## src/rtl/fetch_unit.sv

```systemverilog
// Instruction fetch front end: issues reads to a 1-cycle synchronous IMEM and
// buffers {pc, inst} pairs in a small circular queue feeding decode.
module fetch_unit #(
  parameter int unsigned ADDR_W   = 13,
  parameter int unsigned DEPTH    = 4,
  parameter logic [31:0] RESET_PC = 32'h0000_0000
) (
  input  logic                     clk,
  input  logic                     rst,
  input  logic                     redirect_valid,
  input  logic [31:0]              redirect_pc,
  output logic                     imem_en,
  output logic [ADDR_W-1:0]        imem_addr,
  input  logic [31:0]              imem_rdata,
  output logic                     inst_valid,
  output logic [31:0]              inst,
  output logic [31:0]              inst_pc,
  input  logic                     inst_ready,
  output logic [$clog2(DEPTH):0]   fq_count
);

  localparam int unsigned PTR_W = $clog2(DEPTH);
  localparam int unsigned CNT_W = PTR_W + 1;

  typedef logic [PTR_W-1:0] ptr_t;
  typedef logic [CNT_W-1:0] cnt_t;
  typedef logic [CNT_W:0]   credit_t;

  logic [31:0]       r_fetch_pc;
  logic              r_inflight;
  logic [31:0]       r_infl_pc;
  logic [ADDR_W-1:0] r_addr;

  logic [31:0]       r_q_pc   [DEPTH];
  logic [31:0]       r_q_inst [DEPTH];
  ptr_t              r_rd_ptr;
  ptr_t              r_wr_ptr;
  cnt_t              r_count;

  logic              r_valid;
  logic [31:0]       r_inst;
  logic [31:0]       r_inst_pc;

  logic              w_pop;
  logic              w_push;
  logic              w_issue;
  credit_t           w_credit;
  cnt_t              w_cnt_after_pop;
  cnt_t              w_next_count;
  ptr_t              w_next_rd;
  logic              w_head_from_push;

  assign w_pop    = r_valid && inst_ready && !redirect_valid;
  assign w_push   = r_inflight && !redirect_valid;
  assign w_credit = credit_t'(r_count) + credit_t'(r_inflight) - credit_t'(w_pop);
  assign w_issue  = !rst && !redirect_valid && (w_credit < credit_t'(DEPTH));

  assign w_cnt_after_pop  = r_count - cnt_t'(w_pop);
  assign w_next_count     = w_cnt_after_pop + cnt_t'(w_push);
  assign w_next_rd        = r_rd_ptr + ptr_t'(w_pop);
  assign w_head_from_push = w_push && (w_cnt_after_pop == '0);

  assign imem_en    = w_issue;
  assign imem_addr  = w_issue ? r_fetch_pc[ADDR_W+1:2] : r_addr;
  assign inst_valid = r_valid;
  assign inst       = r_inst;
  assign inst_pc    = r_inst_pc;
  assign fq_count   = r_count;

  always_ff @(posedge clk) begin
    if (!rst && w_push) begin
      r_q_pc[r_wr_ptr]   <= r_infl_pc;
      r_q_inst[r_wr_ptr] <= imem_rdata;
    end
  end

  // Head outputs are dedicated registers loaded with the next head entry, so
  // they hold their last value when the queue drains.
  always_ff @(posedge clk) begin
    if (rst) begin
      r_fetch_pc <= RESET_PC;
      r_inflight <= 1'b0;
      r_infl_pc  <= '0;
      r_addr     <= '0;
      r_rd_ptr   <= '0;
      r_wr_ptr   <= '0;
      r_count    <= '0;
      r_valid    <= 1'b0;
      r_inst     <= '0;
      r_inst_pc  <= '0;
    end else if (redirect_valid) begin
      r_fetch_pc <= redirect_pc & ~32'h3;
      r_inflight <= 1'b0;
      r_rd_ptr   <= '0;
      r_wr_ptr   <= '0;
      r_count    <= '0;
      r_valid    <= 1'b0;
    end else begin
      if (w_push) r_wr_ptr <= r_wr_ptr + ptr_t'(1);
      r_rd_ptr <= w_next_rd;
      r_count  <= w_next_count;
      r_valid  <= (w_next_count != '0);
      if (w_next_count != '0) begin
        if (w_head_from_push) begin
          r_inst    <= imem_rdata;
          r_inst_pc <= r_infl_pc;
        end else begin
          r_inst    <= r_q_inst[w_next_rd];
          r_inst_pc <= r_q_pc[w_next_rd];
        end
      end
      r_inflight <= w_issue;
      if (w_issue) begin
        r_infl_pc  <= r_fetch_pc;
        r_fetch_pc <= r_fetch_pc + 32'd4;
        r_addr     <= r_fetch_pc[ADDR_W+1:2];
      end
    end
  end

endmodule
```

## config.mk

```make
export PLATFORM = sky130hd
export DESIGN_NAME = fetch_unit
export DESIGN_NICKNAME = d
export VERILOG_FILES = /design/src/rtl/fetch_unit.sv
export SDC_FILE = /design/constraint.sdc
export NUM_CORES = 1
export LEC_CHECK = 0
export ABC_AREA = 1
export CAP_MARGIN = 20
export CORE_MARGIN = 1
export CORE_UTILIZATION = 40
export DETAILED_ROUTE_END_ITERATION = 10
export SETUP_SLACK_MARGIN = 0.02
export SKIP_CTS_REPAIR_TIMING = 1
export SLEW_MARGIN = 40
export SYNTH_ARGS = -nofsm -noshare
export SYNTH_HDL_FRONTEND = slang
export SYNTH_SLANG_ARGS = --single-unit
```

## constraint.sdc

```tcl
create_clock -name clk -period 5.2 [get_ports clk]
set_clock_uncertainty 0.1 [all_clocks]
set_input_delay 1.04 -clock clk [delete_from_list [all_inputs] [get_ports clk]]
set_output_delay 1.04 -clock clk [all_outputs]
set_load 0.03 [all_outputs]
```

==> impl_metrics.toml, run 1 <==
[status]
status = "finished clean"

[final_layout]
fillers = 3969
layout-drive-gt1-share_pct = 6.11
antenna_cells = 0
final_nets = 2187
post-route-util_pct = 48.9
area_growth_pct = 20.6
final_cell_area_um2 = 20600

[die]
placementRows = 75
design.die.area_um2 = 43500
core_um2 = 42000
fp.dieH_um = 208
initial_core_util_pct = 40.6
die_w_um = 208
pin_count = 150

[setup_path]
cp-start-kind = "primary input"
crit_path_start = "redirect_valid"
critPathMaxFanout = 54
worst_setup_path_end_kind = "primary output"
cp.arrival_ns = 3.68
worstPathCellList = "clkdlybuf4s50_1, inv_6, buf_4, nand4_1, nand3_2, nand3_1, nand2_1, nor2_1, nand2_2, buf_4, nand2_1, nand2_1, buf_12"
setup.worst_path.end = "imem_addr[3]"
reg2reg_slack_ns = 2.45
path_class = "primary input to primary output"
cp_slowest_stage_delay_ns = 0.52
rr_endpoint = "r_fetch_pc[16]"
slowest_stage = "clkdlybuf4s50_1"
critical_path_required_ns = 4.06
worstReg2RegStart = "inst_valid"
rr_worst_depth = 14
critPathMostFrequentCell = "nand2_1"

[clocking]
cts_tree = "done"
clock_path_buffers = 3
clock-sinks = 392
cts_buffers = 44
clkTransAtPathRegs_ns = 0.06
cts_max_level = 2
cts_root_buf = "clkbuf_16"
clk_latency_ns = 0.56

[logic_synthesis]
synth_area_per_cell_um2 = 8.55
ys_ff_latch = 392
async_reset_ff_share_pct = 0
synth_cell_type_count = 31
synth_edf_count = 248
syn_inst = 1995
ys_seq_area_share_pct = 60.6
syn_area_um2 = 17100
synth_flop_cell = "edfxtp_1"
ys_warn_count = 0

[place]
place_area_um2 = 19100
io_buffers = 145
gp_congestion = 0.851
pre_cts_slack_ns = 0.352
dp_hpwl_um = 25000

[global_route]
grt_usage_pct = 19.4
grt_pass1_vias = 12200
grt_overflow = 0
grt_max_degree = 125
grt_pass1_wl_um = 66800
grt_antenna_before_repair = 0

[timing]
max_slew_margin_pct = 47.0
setup_ws_ns = 0.383
slew_violations = 0
setup_tns_ns = 0
period_minus_slack_ns = 4.82
rsz0062_at_grt = "false"
hold_viol = 0
tightest_slew_ns = 0.795
fmax_mhz = 208
fin_crit_sh_pct = 92.6
finalSetupViolCount = 0

[flow_run]
max_cap_viol_count = 0

[routing]
wirelength_um = 41800
drt_iter0_drc = 808
remaining_drc_errors = 0
antenna_left = 0
routed_via_density = 4.84
num_vias = 13000
dr.pass1.iters = 4
wl_per_cell_um = 15.6

[power]
leakagePower_nw = 8.49
p_per_area_nw_per_um2 = 348
ir_worst_vdd_mv = 0.200
total_power_w = 0.00715

[min_path]
hold_class = "flop to flop"
min_from = "r_addr[8]"
==> final cells by class <==
| cell class | instances | area (um^2) | area share [%] |
|---|---|---|---|
| sequential | 392 | 10300 | 50.3 |
| clock inverter | 12 | 136 | 0.663 |
| multi-input combinational | 1394 | 5900 | 28.7 |
| clock buffer | 69 | 1360 | 6.60 |
| timing repair buffer | 170 | 1750 | 8.53 |
| inverter | 106 | 408 | 1.98 |
| tap | 539 | 674 | 3.28 |
==> power breakdown <==
part	leakage (nW)	switching, W	internal (W)
registers	3.41	0.0000676	0.00338
clock network	0.731	0.00124	0.00190
logic	4.35	0.000349	0.000215
total	8.49	0.00165	0.00550
==> state kept, by name, summed over array words and instances (netlist names) <==
| name | flops |
|---|---|
| r_addr | 13 |
| r_infl_pc | 30 |
| inst_pc | 30 |
| r_fetch_pc | 30 |
| r_wr_ptr | 2 |
| r_q_pc | 120 |
| r_q_inst | 128 |
| r_inflight | 1 |
| inst_valid | 1 |
| fq_count | 3 |
| inst | 32 |
| r_rd_ptr | 2 |
==> stage by stage <==
step	hold WS (ns)	std cells
2_1_floorplan	0.351	1996
3_3_place_gp	0.362	2601
3_5_place_dp	0.365	2601
4_1_cts	0.375	2682
5_1_grt	0.399	2682
6_report	0.373	2682
==> synthesized netlist by cell type, types with 13 or more instances <==
master | n | area (um^2)
a21oi_1 | 58 | 290
nand3_1 | 40 | 200
o21ai_1 | 30 | 150
o21ai_0 | 123 | 616
inv_1 | 101 | 379
buf_1 | 13 | 48.8
nor2_1 | 212 | 796
nand2_1 | 876 | 3290
edfxtp_1 | 248 | 7450
clkbuf_1 | 58 | 218
dfxtp_1 | 144 | 2880
buf_2 | 19 | 95.1
==> cells by family (layout without fill, tap and decap cells) <==
group	count (synthesis)	count (layout)	share of synthesized area [%]
compound gates	212	212	6.24
xor+xnor	16	16	0.866
fa+ha+maj	11	11	0.807
buf+inv	210	357	5.21
flops	392	392	60.6
other cells	1	2	0.0220
simple gates	1153	1153	26.3
==> layout by cell type, fill, tap and decap left out, types with 40 or more instances in the layout <==
cell | synthesis | final
nand2_1 | 876 | 876
clkbuf_16 | 0 | 45
o21ai_0 | 123 | 123
nor2_1 | 212 | 208
clkdlybuf4s50_1 | 0 | 130
dfxtp_1 | 144 | 144
inv_1 | 101 | 100
nand3_1 | 40 | 40
a21oi_1 | 58 | 58
edfxtp_1 | 248 | 248
==> metal layers <==
metal	track usage (%)	up-vias	wire (um)	share of wire, %
met1	26.8	6050	19900	48
met4	5.80	0	818	2.0
met5	0	-	0	0
li1	-	6614	-	-
met3	2.73	47	1920	4.6
met2	31.7	276	19200	46
==> critical path, delay by kind of cell <==
kind                   cells  cell delay (ns)
buffers and inverters      5             1.58
and+or+nand+nor            8             1.04
==> how the worst min path moves through the flow <==
stage / depth (start not counted) / end / slack, ns
floorplan: 2 / r_addr[10] / 0.35
global placement: 2 / r_addr[12] / 0.36
detailed placement: 2 / r_addr[8] / 0.37
CTS: 2 / r_addr[8] / 0.37
global route: 2 / r_addr[8] / 0.40
finish: 2 / r_addr[8] / 0.37
Note: power is estimated with default switching activity, not from simulation.
==> run 2, diff against run 1 <==
--- a/config.mk
+++ b/config.mk
@@ -16,3 +16,4 @@
 export SYNTH_ARGS = -nofsm -noshare
 export SYNTH_HDL_FRONTEND = slang
 export SYNTH_SLANG_ARGS = --single-unit
+export TNS_END_PERCENT = 50
==> results of run 2 <==
Final layout, timing and power as in run 1 (identical DEF).
